### config.mk
export PLATFORM = sky130hd
export DESIGN_NAME = acc_group
export DESIGN_NICKNAME = d
export VERILOG_FILES = /design/src/rtl/acc_group_pkg.sv /design/src/rtl/acc_lane.sv /design/src/rtl/fifo.sv /design/src/rtl/acc_group.sv
export SDC_FILE = /design/constraint.sdc
export NUM_CORES = 1
export LEC_CHECK = 0
export CORE_MARGIN = 10
export CORE_UTILIZATION = 32
export DETAILED_ROUTE_END_ITERATION = 8
export HOLD_SLACK_MARGIN = 0.02
export MAX_ROUTING_LAYER = met4
export SLEW_MARGIN = 20
export SYNTH_ARGS = -nofsm -noshare
export SYNTH_HDL_FRONTEND = slang
export SYNTH_HIERARCHICAL = 1
export SYNTH_SLANG_ARGS = --single-unit
### constraint.sdc
create_clock -name clk -period 4.8 [get_ports clk]
set_input_delay 1.2 -clock clk [delete_from_list [all_inputs] [get_ports clk]]
set_output_delay 1.2 -clock clk [all_outputs]
set_load 0.01 [all_outputs]
### src/rtl/acc_group_pkg.sv
// Shared definitions for the accumulation stage: state encoding and defaults.
// Optional saturation is selected with ACC_GROUP_SATURATE_EN.
package acc_group_pkg;
    typedef enum logic [1:0] {
        IDLE  = 2'd0,
        RUN   = 2'd1,
        FLUSH = 2'd2
    } state_t;

    localparam int DEFAULT_ACC_WIDTH = 32;
    localparam string DEBUG_HOOK = "DEBUG_ACC_GROUP";
endpackage

### src/rtl/acc_lane.sv
// One accumulator lane: sums products, snapshots the total on the last read of a group.
// With ACC_GROUP_SATURATE_EN a carry-out clamps the lane to all-ones.
module acc_lane
    import acc_group_pkg::*;
#(
    parameter int PROD_WIDTH = 16,
    parameter int ACC_WIDTH  = DEFAULT_ACC_WIDTH
) (
    input  logic                  clk,
    input  logic                  rst,
    input  logic                  clr,
    input  logic                  add_en,
    input  logic                  last,
    input  logic [PROD_WIDTH-1:0] prod,
    output logic [ACC_WIDTH-1:0]  result
);
    logic [ACC_WIDTH-1:0] acc, nxt;

`ifdef ACC_GROUP_SATURATE_EN
    logic [ACC_WIDTH:0] sum;
    assign sum = {1'b0, acc} + (ACC_WIDTH+1)'(prod);
    // Once clamped, further adds carry again (or add zero), so the clamp is sticky.
    assign nxt = sum[ACC_WIDTH] ? '1 : sum[ACC_WIDTH-1:0];
`else
    assign nxt = acc + ACC_WIDTH'(prod);
`endif

    always_ff @(posedge clk) begin
        if (!rst || clr) begin
            acc    <= '0;
            result <= '0;
        end else if (add_en) begin
            if (last) begin
                result <= nxt;
                acc    <= '0;
            end else begin
                acc <= nxt;
            end
        end
    end
endmodule

### src/rtl/fifo.sv
// Small circular FIFO; writes into a full FIFO and reads from an empty one are ignored.
module fifo #(
    parameter int NUM_SLOTS     = 2,
    parameter int LOG_NUM_SLOTS = 1,
    parameter int DATA_WIDTH    = 64
) (
    input  logic                  clk,
    input  logic                  rst,
    input  logic [DATA_WIDTH-1:0] data_in,
    input  logic                  wr,
    input  logic                  rd,
    output logic [DATA_WIDTH-1:0] data_out,
    output logic                  full,
    output logic                  almost_full,
    output logic                  empty
);
    logic [DATA_WIDTH-1:0] mem [NUM_SLOTS];
    logic [LOG_NUM_SLOTS-1:0] wp, rp;
    logic [LOG_NUM_SLOTS:0] cnt;
    logic do_wr, do_rd;

    assign full        = cnt == (LOG_NUM_SLOTS+1)'(NUM_SLOTS);
    assign almost_full = cnt == (LOG_NUM_SLOTS+1)'(NUM_SLOTS-1);
    assign empty       = cnt == '0;
    assign do_wr       = wr & ~full;
    assign do_rd       = rd & ~empty;
    assign data_out    = mem[rp];

    always_ff @(posedge clk) begin
        if (!rst) begin
            wp  <= '0;
            rp  <= '0;
            cnt <= '0;
        end else begin
            if (do_wr) wp <= (wp == LOG_NUM_SLOTS'(NUM_SLOTS-1)) ? '0 : wp + 1'b1;
            if (do_rd) rp <= (rp == LOG_NUM_SLOTS'(NUM_SLOTS-1)) ? '0 : rp + 1'b1;
            if (do_wr & ~do_rd)      cnt <= cnt + 1'b1;
            else if (~do_wr & do_rd) cnt <= cnt - 1'b1;
        end
    end

    always_ff @(posedge clk) begin
        if (do_wr) mem[wp] <= data_in;
    end
endmodule

### src/rtl/acc_group.sv
// Accumulation stage: sums GROUP_SIZE product lanes over num_reads_per_iter transfers,
// emitting num_iters results. Saturating lanes with ACC_GROUP_SATURATE_EN.
module acc_group
    import acc_group_pkg::*;
#(
    parameter int GROUP_SIZE             = 4,
    parameter int PROD_WIDTH             = 16,
    parameter int ACC_WIDTH              = DEFAULT_ACC_WIDTH,
    parameter int LOG_MAX_ITERS          = 16,
    parameter int LOG_MAX_READS_PER_ITER = 16
) (
    input  logic                              clk,
    input  logic                              rst,
    input  logic                              configure,
    input  logic [LOG_MAX_ITERS-1:0]          num_iters,
    input  logic [LOG_MAX_READS_PER_ITER-1:0] num_reads_per_iter,
    input  logic [GROUP_SIZE*PROD_WIDTH-1:0]  data_in,
    input  logic                              valid_in,
    output logic                              avail_out,
    output logic [GROUP_SIZE*ACC_WIDTH-1:0]   data_out,
    output logic                              valid_out,
    input  logic                              avail_in
);
    localparam int DW = GROUP_SIZE * PROD_WIDTH;

    state_t state;
    logic [LOG_MAX_ITERS-1:0] iters;
    logic [LOG_MAX_READS_PER_ITER-1:0] reads, reads_copy;
    logic [DW-1:0] fifo_q;
    logic full, almost_full, empty, rd, last;

    assign rd        = (state == RUN) & ~empty & ~configure;
    assign last      = rd & (reads == LOG_MAX_READS_PER_ITER'(1));
    assign avail_out = ~full & ~almost_full;
    assign valid_out = (state == FLUSH) & avail_in & ~configure;

    fifo #(
        .NUM_SLOTS    (2),
        .LOG_NUM_SLOTS(1),
        .DATA_WIDTH   (DW)
    ) u_fifo (
        .clk        (clk),
        .rst        (rst),
        .data_in    (data_in),
        .wr         (valid_in),
        .rd         (rd),
        .data_out   (fifo_q),
        .full       (full),
        .almost_full(almost_full),
        .empty      (empty)
    );

    for (genvar i = 0; i < GROUP_SIZE; i++) begin : g_lane
        acc_lane #(
            .PROD_WIDTH(PROD_WIDTH),
            .ACC_WIDTH (ACC_WIDTH)
        ) u_lane (
            .clk   (clk),
            .rst   (rst),
            .clr   (configure),
            .add_en(rd),
            .last  (last),
            .prod  (fifo_q[i*PROD_WIDTH +: PROD_WIDTH]),
            .result(data_out[i*ACC_WIDTH +: ACC_WIDTH])
        );
    end

    always_ff @(posedge clk) begin
        if (!rst) begin
            state      <= IDLE;
            iters      <= '0;
            reads      <= '0;
            reads_copy <= '0;
        end else if (configure) begin
            iters      <= num_iters;
            reads      <= num_reads_per_iter;
            reads_copy <= num_reads_per_iter;
            state      <= (num_iters == '0 || num_reads_per_iter == '0) ? IDLE : RUN;
        end else begin
            case (state)
                RUN: if (rd) begin
                    reads <= reads - 1'b1;
                    if (last) state <= FLUSH;
                end
                FLUSH: if (avail_in) begin
                    if (iters == LOG_MAX_ITERS'(1)) begin
                        state <= IDLE;
                    end else begin
                        iters <= iters - 1'b1;
                        reads <= reads_copy;
                        state <= RUN;
                    end
                end
                default: state <= IDLE;
            endcase
        end
    end
endmodule

==> metrics.yaml <==
status:
  outcome: "finished, final reports clean"
power_and_ir_drop:
  leakage_nw: 9.57
  p_switching_mw: 2.43
  p_seq_share_pct: 43.8
  power_density_mw_per_mm2: 346
  peakVddDrop_mv: 0.254
  switching_share_pct: 26.0
  clkPwrFrac_pct: 42.3
  p_total_mw: 9.35
  comb_power_share_pct: 13.9
  p_int_mw: 6.92
global_routing:
  grt_max_degree: 65
  antenna_found_initial: 6
  grt_pass1_wl_um: 102000
  grt_usage_pct: 15.9
  grt_overflow_total: 0
  grt_pass1_vias: 18200
critical_path:
  cp-start-kind: "register"
  worstPathArrival_ns: 4.28
  critical_path.cell_chain: "buf_4 -> mux2_4 -> ha_1 -> and3_1 -> a221oi_2 -> o41ai_4 -> a311o_1 -> a311oi_1 -> nor3_1"
  cp_slowest_stage_delay_ns: 0.71
  end_kind: "register"
  ff2ff_path_depth: 9
  critPathSlowestCell: "dfxtp_4"
  crit_type: "reg2reg"
  cp.required_ns: 5.25
  cp_max_fo: 27
clock_network:
  postCtsSetupBuffers: 0
  cts_resized: 0
  clock_latency_ns: 0.59
  h-tree-depth: 2
  ctsHoldBuffers: 0
  cts_root_buf: "clkbuf_16"
  cts_sinks: 439
  cts_buffer_depth: 3
  cts_buffers: 51
  path_clk_slew_ns: 0.06
  cts_tree: "yes"
synth:
  synth_fp_nets: 2465
  syn_area_per_cell_um2: 9.70
  yosysTopAreaCell: "dfxtp_1"
  async_reset_ff_share_pct: 0
  synth_compound_area_share_pct: 21.3
  syn_inst: 2288
  netlist.area_leader.share_pct: 28.1
  synth-edff-count: 128
  syn_area_mm2: 0.0222
  synth_simple_gate_area_share_pct: 16.5
  synth_top_family_by_area: "compound AO/OA/AOI/OAI gates"
  synth_warnings: 6
  yosysUniqueCellTypes: 90
  synthFlopType: "dfxtp_1"
  muxShareOfSynthArea_pct: 4.91
  ys_seq_area_share_pct: 45.4
  yosys-top-cells-area: "dfxtp_1, edfxtp_1, a21oi_1"
  ys_seq_elements: 439
  post_synth_fa_ha_maj_area_fraction_pct: 4.42
  synth_xor_area_share_pct: 3.71
detailed_routing:
  antenna_left: 0
  wl_met1_um: 29500
  wl_met3_um: 2860
  drtPass1Iterations: 5
  drt_first_iter_violations: 1240
  met2_length_um: 30900
  vias: 18300
  drt_drc_violations_left: 0
  wire_per_inst_um: 18.7
  viasPerCell: 5.31
  wirelength_um: 64600
  routed.top_layer: "met4"
timing:
  fmax_ghz: 0.261
  rsz0062_at_grt: "no"
  slew_headroom_pct: 26.6
  final-hold-violation-count: 0
  worst_slew_pin_slew_ns: 1.09
  finalSetupTns_ns: 0
  setup-violations-final: 0
  fin_worst_skew_ns: 0.0191
  layout_min_cycle_time_ns: 3.83
  final_max_slew_viol_count: 0
  fin_crit_sh_pct: 79.8
layout:
  layout.nets: 2655
  final_common_cell: "dfxtp_1"
  fin_cells: 3454
  drive_gt1_share_pct: 9.61
  synthToLayoutAreaGrowth_pct: 21.7
  layout_common_cells: "dfxtp_1, nand2_1, clkdlybuf4s50_1"
placement:
  dpl.hpwl_um: 46200
  gp_congestion: 0.900
  dp_cells: 3356
  io_buffers: 230
run:
  drv_cap: 0
die:
  core.rowCount: 96
  core_mm2: 0.0687
  initial_core_util_pct: 32.3
  chipWidth_um: 283
  ios: 231
  die_area_mm2: 0.0803
  die_h_um: 283
min_path:
  hold_class: "reg2reg"
  hold_depth: 2
cell type report:
cell class	count	area [µm²]
Antenna cell	6	15.0
Clock buffer	73	1450
Clock inverter	19	239
Fill cell	6786	41700
Inverter	40	150
Multi-Input combinational cell	1679	11300
Sequential cell	439	10100
Tap cell	931	1160
Timing Repair Buffer	267	2600
sequential cells by signal, indices dropped and copies added, names as in the netlist, 2 cells and up, named ones only:
| signal | flops |
|---|---|
| g_lane.u_lane/result | 128 |
| g_lane.u_lane/acc | 128 |
| iters | 16 |
| reads | 16 |
| u_fifo/cnt | 2 |
| reads_copy | 16 |
| u_fifo/mem | 128 |
| state | 2 |
critical path, delay by kind of cell, from the launching register on:
kind / cells / cell delay [ns]
compound gates: 4 / 1.56
fa+ha+maj: 1 / 0.37
buf+inv: 1 / 0.36
flops: 1 / 0.71
mux: 1 / 0.33
simple gates: 2 / 0.33
through the flow:
stage | setup WS (ns) | hold slack [ns] | util [%] | cell area (µm²)
2_1_floorplan | 0.864 | 0.429 | - | 22200
3_3_place_gp | 0.978 | 0.442 | 36.8 | 25300
3_5_place_dp | 0.960 | 0.449 | 36.8 | 25300
4_1_cts | 0.927 | 0.460 | 39.3 | 27000
5_1_grt | 0.732 | 0.476 | 39.3 | 27000
6_report | 0.971 | 0.453 | 39.3 | 27000
routing by layer:
layer  vias up  track usage (%)
li1       8905                -
met1      8921             19.9
met2       423             26.1
met3        83             2.75
met4         0             4.22
met5         -                -
cells in the mapped netlist, types with 14 or more instances:
| cell | instances |
|---|---|
| a211oi_1 | 40 |
| nor4_1 | 27 |
| dfxtp_1 | 311 |
| or3_1 | 17 |
| nand2b_1 | 33 |
| nand2_1 | 239 |
| a31oi_1 | 58 |
| buf_2 | 18 |
| xnor2_1 | 82 |
| a22o_1 | 18 |
| clkbuf_1 | 77 |
| or4_1 | 24 |
| a21o_1 | 41 |
| nand4_1 | 16 |
| a21oi_1 | 196 |
| ha_1 | 72 |
| nor2_1 | 136 |
| buf_1 | 14 |
| nor3_1 | 50 |
| nand3_1 | 48 |
| inv_1 | 38 |
| o211ai_1 | 29 |
| o21a_1 | 16 |
| and3_1 | 23 |
| and2_1 | 26 |
| o21ai_0 | 150 |
| nor2b_1 | 39 |
| mux2_4 | 60 |
| edfxtp_1 | 128 |
| a32o_1 | 14 |
path summary, 6_finish.rpt:
path | from | to | slack [ns]
setup / recovery | register | g_lane[0].u_lane/result[24] | 0.97
hold / removal | g_lane[0].u_lane/result[4] | g_lane[0].u_lane/result[4] | 0.45
hold reg to reg | g_lane[0].u_lane/result[4] | g_lane[0].u_lane/result[4] | 0.45
setup reg to reg | register | g_lane[0].u_lane/result[24] | 0.97
kinds of logic (layout without fill, tap and decap cells):
logic type | Yosys count | in the layout
and+or+nand+nor | 732 | 732
AOI/OAI and AO/OA | 699 | 699
DFF | 439 | 439
buffers and inverters | 170 | 399
xor gates and xnor gates | 94 | 94
muxes | 78 | 78
adders and majority gates | 76 | 76
other | 0 | 6
power groups by stage:
stage,Sequential [mW],Combinational [mW],Clock (mW)
floorplan,4.15,0.919,0
global placement,4.17,1.28,0
detailed placement,4.18,1.30,0
CTS,4.10,1.31,4.07
global route,4.11,1.43,4.23
finish,4.10,1.30,3.95
(Power assumes the default switching activity.)
